==> src/rtl/spi_pkg.sv <==
// Shared definitions for the SPI slave register bank: default widths,
// FSM encoding and small helpers used by the datapath.
package spi_pkg;

  // Default widths shared with the SPI slave front end.
  localparam int SPI_DATA_WIDTH = 16;
  localparam int SPI_ADDR_WIDTH = 8;
  localparam int SPI_REG_NUM    = 16;

  // Direction bit (1 = read) position for the default address width.
  localparam int SPI_DIR_BIT    = SPI_ADDR_WIDTH - 1;

  // Index of the read-only status register for the default bank size.
  localparam int SPI_STATUS_IDX = SPI_REG_NUM - 1;

  // Transaction FSM states.
  typedef enum logic [1:0] {
    ST_IDLE   = 2'd0,
    ST_BUSY   = 2'd1,
    ST_COMMIT = 2'd2
  } spi_state_e;

  // Direction bit position for an arbitrary address width.
  function automatic int dir_bit_pos(input int aw);
    return aw - 1;
  endfunction

  // Status register index for an arbitrary bank size.
  function automatic int status_idx(input int reg_num);
    return reg_num - 1;
  endfunction

  // Increment an 8-bit counter, holding at all-ones.
  function automatic logic [7:0] sat_inc8(input logic [7:0] v);
    logic [7:0] r;
    if (v == 8'hFF) begin
      r = v;
    end else begin
      r = v + 8'd1;
    end
    return r;
  endfunction

endpackage

==> src/rtl/spi_edge_det.sv <==
// Single-bit rise detector: one delay register on an already
// synchronised level, rise_o is high in the first cycle d_i is high.
module spi_edge_det (
  input  logic clk,
  input  logic rst_n,
  input  logic d_i,
  output logic rise_o
);

  logic d_q;

  // Delay register holding the previous-cycle level.
  always_ff @(posedge clk or negedge rst_n) begin
    if (!rst_n) begin
      d_q <= 1'b0;
    end else begin
      d_q <= d_i;
    end
  end

  assign rise_o = d_i & ~d_q;

endmodule

==> src/rtl/spi_reg_bank.sv <==
// Register bank behind the SPI slave: commits SPI writes, returns read
// data on txdata one cycle after addr, raises strobes and counts illegal
// accesses (writes to status/out of range, reads out of range).
module spi_reg_bank
  import spi_pkg::*;
#(
  parameter int DATA_WIDTH = SPI_DATA_WIDTH,
  parameter int ADDR_WIDTH = SPI_ADDR_WIDTH,
  parameter int REG_NUM    = SPI_REG_NUM
) (
  input  logic                          clk,
  input  logic                          rst_n,
  input  logic [ADDR_WIDTH-1:0]         addr,
  input  logic                          addr_valid,
  input  logic                          spi_over,
  input  logic [DATA_WIDTH-1:0]         rxdata,
  input  logic                          txreq,
  input  logic [DATA_WIDTH-1:0]         status_in,
  output logic [DATA_WIDTH-1:0]         txdata,
  output logic [REG_NUM*DATA_WIDTH-1:0] reg_out,
  output logic                          wr_stb,
  output logic [ADDR_WIDTH-2:0]         wr_idx,
  output logic                          rd_stb,
  output logic [7:0]                    err_cnt
);

  localparam int          IW       = ADDR_WIDTH - 1;
  localparam int          RIW      = (REG_NUM > 1) ? $clog2(REG_NUM) : 1;
  localparam int          DIR_BIT  = dir_bit_pos(ADDR_WIDTH);
  // One extra bit so REG_NUM itself is representable in comparisons.
  localparam logic [IW:0] LAST_IDX = (IW+1)'(status_idx(REG_NUM));
  localparam logic [IW:0] NUM_IDX  = (IW+1)'(REG_NUM);

  spi_state_e            state_q, state_d;
  logic                  dir_q, dir_d;
  logic [IW-1:0]         idx_q, idx_d;
  logic [DATA_WIDTH-1:0] regs_q [REG_NUM];
  logic [DATA_WIDTH-1:0] txdata_q, txdata_d;
  logic                  wr_stb_q, wr_stb_d;
  logic [IW-1:0]         wr_idx_q, wr_idx_d;
  logic                  rd_stb_q;
  logic [7:0]            err_q, err_d;
  logic                  we_s;
  logic                  over_rise_s;
  logic                  txreq_rise_s;
  logic [IW-1:0]         addr_idx_s;

  assign addr_idx_s = addr[IW-1:0];

  spi_edge_det u_over_edge (
    .clk    (clk),
    .rst_n  (rst_n),
    .d_i    (spi_over),
    .rise_o (over_rise_s)
  );

  spi_edge_det u_txreq_edge (
    .clk    (clk),
    .rst_n  (rst_n),
    .d_i    (txreq),
    .rise_o (txreq_rise_s)
  );

  // Read mux from the live address: regular register, status or zero.
  always_comb begin
    txdata_d = '0;
    if ({1'b0, addr_idx_s} < LAST_IDX) begin
      txdata_d = regs_q[addr_idx_s[RIW-1:0]];
    end else if ({1'b0, addr_idx_s} == LAST_IDX) begin
      txdata_d = status_in;
    end else begin
      txdata_d = '0;
    end
  end

  // Transaction FSM next state, commit decision and error counting.
  always_comb begin
    state_d  = state_q;
    dir_d    = dir_q;
    idx_d    = idx_q;
    err_d    = err_q;
    wr_stb_d = 1'b0;
    wr_idx_d = wr_idx_q;
    we_s     = 1'b0;
    case (state_q)
      ST_IDLE: begin
        if (addr_valid) begin
          state_d = ST_BUSY;
          dir_d   = addr[DIR_BIT];
          idx_d   = addr_idx_s;
        end else begin
          state_d = ST_IDLE;
        end
      end
      ST_BUSY: begin
        if (addr_valid) begin
          // New address phase: previous transaction was aborted.
          dir_d = addr[DIR_BIT];
          idx_d = addr_idx_s;
        end else if (over_rise_s) begin
          if (dir_q) begin
            state_d = ST_IDLE;
            if ({1'b0, idx_q} >= NUM_IDX) begin
              err_d = sat_inc8(err_q);
            end else begin
              err_d = err_q;
            end
          end else begin
            state_d = ST_COMMIT;
          end
        end else begin
          state_d = ST_BUSY;
        end
      end
      ST_COMMIT: begin
        state_d = ST_IDLE;
        if ({1'b0, idx_q} < LAST_IDX) begin
          we_s     = 1'b1;
          wr_stb_d = 1'b1;
          wr_idx_d = idx_q;
        end else begin
          err_d = sat_inc8(err_q);
        end
      end
      default: begin
        state_d = ST_IDLE;
      end
    endcase
  end

  // FSM state, captured transaction and registered outputs.
  always_ff @(posedge clk or negedge rst_n) begin
    if (!rst_n) begin
      state_q  <= ST_IDLE;
      dir_q    <= 1'b0;
      idx_q    <= '0;
      txdata_q <= '0;
      wr_stb_q <= 1'b0;
      wr_idx_q <= '0;
      rd_stb_q <= 1'b0;
      err_q    <= 8'd0;
    end else begin
      state_q  <= state_d;
      dir_q    <= dir_d;
      idx_q    <= idx_d;
      txdata_q <= txdata_d;
      wr_stb_q <= wr_stb_d;
      wr_idx_q <= wr_idx_d;
      rd_stb_q <= txreq_rise_s;
      err_q    <= err_d;
    end
  end

  // Register array; only the commit path writes it.
  always_ff @(posedge clk or negedge rst_n) begin
    if (!rst_n) begin
      regs_q <= '{default: '0};
    end else if (we_s) begin
      regs_q[idx_q[RIW-1:0]] <= rxdata;
    end
  end

  for (genvar gi = 0; gi < REG_NUM; gi++) begin : g_img
    assign reg_out[gi*DATA_WIDTH +: DATA_WIDTH] = regs_q[gi];
  end

  assign txdata  = txdata_q;
  assign wr_stb  = wr_stb_q;
  assign wr_idx  = wr_idx_q;
  assign rd_stb  = rd_stb_q;
  assign err_cnt = err_q;

endmodule

==> config.mk <==
export PLATFORM = sky130hd
export DESIGN_NAME = spi_reg_bank
export DESIGN_NICKNAME = d
export VERILOG_FILES = /design/src/rtl/spi_pkg.sv /design/src/rtl/spi_edge_det.sv /design/src/rtl/spi_reg_bank.sv
export SDC_FILE = /design/constraint.sdc
export NUM_CORES = 1
export LEC_CHECK = 0
export CAP_MARGIN = 10
export CORE_MARGIN = 5
export CORE_UTILIZATION = 30
export DETAILED_ROUTE_END_ITERATION = 7
export HOLD_SLACK_MARGIN = 0.12
export PLACE_DENSITY_LB_ADDON = 0.15
export SYNTH_ARGS = -nofsm -noshare
export SYNTH_HDL_FRONTEND = slang
export SYNTH_HIERARCHICAL = 1
export SYNTH_SLANG_ARGS = --single-unit
==> constraint.sdc <==
create_clock -name clk -period 2.4 [get_ports clk]
set_input_delay 0.6 -clock clk [delete_from_list [all_inputs] [get_ports clk]]
set_output_delay 0.6 -clock clk [all_outputs]
set_load 0.03 [all_outputs]
==> out/summary.log <==
qor: clocking.clock-root-buffer clkbuf_16
qor: outcome.status finished, violations left
qor: sta.timing.max_slew.rel_slack 0.512
qor: yosys.netlist_top_cells_area dfrtp_1 56%, mux2_2 21%, mux4_2 10%
qor: worst_setup_path.critical_path_arrival 2.85 ns
qor: die.floorplan.core_area 44100 um^2
qor: yosys.synth-edff-count 0
qor: global_routing.overflow 0
qor: sta.timing.setup.tns -0.190 ns
qor: worst_hold_path.min_delay_path_depth 0
qor: routing.antenna_left 0
qor: sta.timing_max_transition_violations_final 0
qor: yosys.post-synth-top-count-cell dfrtp_1
qor: routing.drt_first_iter_violations 459
qor: yosys.synthesis.area 13400 um^2
qor: sta.setup_repair_after_global_routing_missed_its_margin true
qor: sta.finalWorstSetupSlack -0.0349 ns
qor: sta.final_period_minus_worst_setup_slack 2.43 ns
qor: placed_design.numPortBuffers 333
qor: power_and_ir_drop.power.density 703 nW/um^2
qor: yosys.async_set_reset_flop_share_out_of_synthesis 1.00
qor: worst_hold_path.hp-class reg -> reg
qor: worst_setup_path.r2r.worst_path.cells 8
qor: die.dieWidth 221 um
qor: outcome.violations_in_the_final_reports setup timing
qor: finish.drive_above_1_share 0.367
qor: yosys.synth-seq-area-share 0.563
qor: worst_setup_path.crit_path_cell_trace inv_2, ha_1, or4b_4, or3_4, buf_8, nor2_4, clkbuf_16, mux2_2
qor: worst_setup_path.slowest_stage or4b_4
qor: yosys.ys_seq_elements 301
qor: worst_setup_path.crit_path_max_incr_delay 0.50 ns
qor: die.floorplan.initialDensity 0.303
qor: finish.post_layout_nonfiller_instances 1868
qor: clocking.cts_tree yes
qor: worst_setup_path.worst-endpoint-required 2.82 ns
qor: worst_setup_path.worst_setup_path_end_kind flop
qor: clocking.cts-buffers-inserted 38
qor: clocking.clock_tree_sinks 301
qor: routing.drt-vias-per-instance 4.82
qor: worst_setup_path.cp-start-kind flop
qor: worst_setup_path.timing_worst_setup_path_type reg -> reg
qor: global_routing.antenna_found_initial 3
qor: clocking.htreeDepth 2
qor: placed_design.gp_congestion 0.810
qor: routing.route.final.wire_length 47.1 mm
qor: finish.layout.nets 1297
qor: placed_design.detailedPlacementHpwl 33.3 mm
qor: sta.finalHoldViolations 0
qor: routing.dr_total_vias 8996
qor: global_routing.number_of_global_route_vias_before_repair 9738
qor: yosys.syn_nets 930
qor: power_and_ir_drop.cellLeakagePower 0.00843 uW
qor: yosys.syn_area_per_cell 15.2 um^2
qor: yosys.synth.top_cell.area_share 0.563
qor: run.maxCapViolations 0
qor: sta.layout_worst_path_cycle_share 1.01
qor: placed_design.dpl_cell_area 18000 um^2
qor: global_routing.grt_start_max_net_pins 58
qor: finish.finalInstanceArea 19400 um^2
qor: clocking.cts-root-to-sink-buffers 3
qor: placed_design.placedCellCount 1795
qor: yosys.dominantRegCellSynth dfrtp_1
qor: global_routing.groute.usage.overall 0.187
qor: sta.clock.fmax 411 MHz
qor: yosys.syn-instance-count 881
qor: die.die_footprint 48900 um^2
qor: finish.area_overhead_of_the_layout_relative_to_synthesis 45.0%
qor: finish.fin_util 0.439
qor: global_routing.grt_first_pass_wirelength 69.4 mm
qor: yosys.synthDominantAreaCellType dfrtp_1
qor: power_and_ir_drop.ir_worst_vdd 0.000458 V
qor: sta.fin_skew 0.0249 ns
qor: yosys.synthesis.yosys.warnings 6
qor: sta.tightestPinTransition 0.730 ns
qor: yosys.post_synth_most_frequent_cells 301 x dfrtp_1, 252 x mux2_2, 62 x mux4_2
qor: worst_setup_path.crit_fanout 8
qor: die.chipHeight 221 um
qor: yosys.synthDistinctLibCells 41
qor: finish.num-fill-cells 4039
qor: clocking.clk_transition_reported_paths 0.05 ns
qor: routing.route.detailed.drc 0
qor: placed_design.preCtsSetupSlack -0.163 ns
qor: routing.dr_wl_cell 25.2 um
qor: sta.setup_viol 7
qor: die.boundaryPins 334
qor: die.std_cell_rows 77
qor: clocking.latest_clock_arrival_within_the_worst_skew_pair 0.55 ns
qor: routing.detail_route.first_pass.iterations 4
## cell families (layout without fill, tap and decap cells)
| group | count (synthesis) | count (layout) | share of synthesized area |
|---|---|---|---|
| muxes | 333 | 333 | 0.331 |
| DFF | 301 | 301 | 0.563 |
| and+or+nand+nor | 124 | 124 | 0.0514 |
| buffers and inverters | 84 | 477 | 0.0275 |
| AOI/OAI and AO/OA | 28 | 28 | 0.0184 |
| xor gates and xnor gates | 7 | 7 | 0.00459 |
| adders and majority gates | 4 | 4 | 0.00374 |
| other | 0 | 2 | 0 |
## cell type report
type / count / area [um^2] / share of cell area
sequential: 301 / 7530 / 0.389
multi-input combinational: 496 / 5600 / 0.289
timing repair buffer: 409 / 4310 / 0.222
clock buffer: 55 / 1110 / 0.0571
tap: 592 / 741 / 0.0382
clock inverter: 11 / 91.3 / 0.00471
inverter: 2 / 7.51 / 0.000387
antenna: 2 / 5.00 / 0.000258
## flip-flops by register name, summed over array words and instances (netlist names)
signal,count
reg_out,256
u_txreq_edge/d_q,1
wr_idx,7
rd_stb,1
idx_q,7
wr_stb,1
txdata,16
dir_q,1
err_cnt,8
state_q,2
u_over_edge/d_q,1
## layout by cell type, fill, tap and decap left out, drive strengths merged, types with 12 or more instances in the layout
cell type,n
clkdlybuf4s50,329
mux4,62
nand2b,17
nor2,24
dfrtp,301
nor2b,12
mux2,252
nand2,43
clkbuf,56
mux2i,19
a221o,17
buf,78
## routing by layer
metal | track usage | vias up | part of all wire
li1 | - | 3953 | -
met3 | 0.0433 | 60 | 0.054
met5 | 0 | - | 0.00081
met2 | 0.299 | 222 | 0.48
met4 | 0.0592 | 4 | 0.026
met1 | 0.255 | 4757 | 0.44
## through the flow
| stage | hold WS (ns) | power [uW] |
|---|---|---|
| after floorplan | 0.304 | 6990 |
| after CTS | 0.397 | 13800 |
| after global routing | 0.410 | 14200 |
| after global placement | 0.385 | 8150 |
| final | 0.393 | 13600 |
| after detailed placement | 0.385 | 8170 |
## worst max-delay path: cells and delay by family (launching register included)
kind	cells	cell delay [ns]
DFF	1	0.39
buffers and inverters	3	0.43
muxes	1	0.33
and+or+nand+nor	3	1.03
adders and majority gates	1	0.13
## power by group
group | internal (uW) | switching [uW]
Sequential | 5390 | 361
Clock | 3300 | 2210
Combinational | 1080 | 1280
## repair_timing
item                       4_1_cts  5_1_grt
cloned                           1        1
hold endpoints to repair        30        0
gates resized for setup          6       25
buffers inserted                 2        2
pin swaps                        1        2
setup endpoints to repair      129      197
hold buffers                     1        0
## final timing paths
path,startpoint,to,slack (ns)
setup / recovery,state_q[0],reg_out[66],-0.03
hold / removal,reg_out[241],reg_out[241],0.39
setup reg to reg,state_q[0],reg_out[66],-0.03
hold reg to reg,reg_out[241],reg_out[241],0.39
max in group asynchronous,rst_n,reg_out[67],1.10
min in group asynchronous,rst_n,wr_idx[4],0.58
Note: power is estimated with default switching activity, not from simulation.
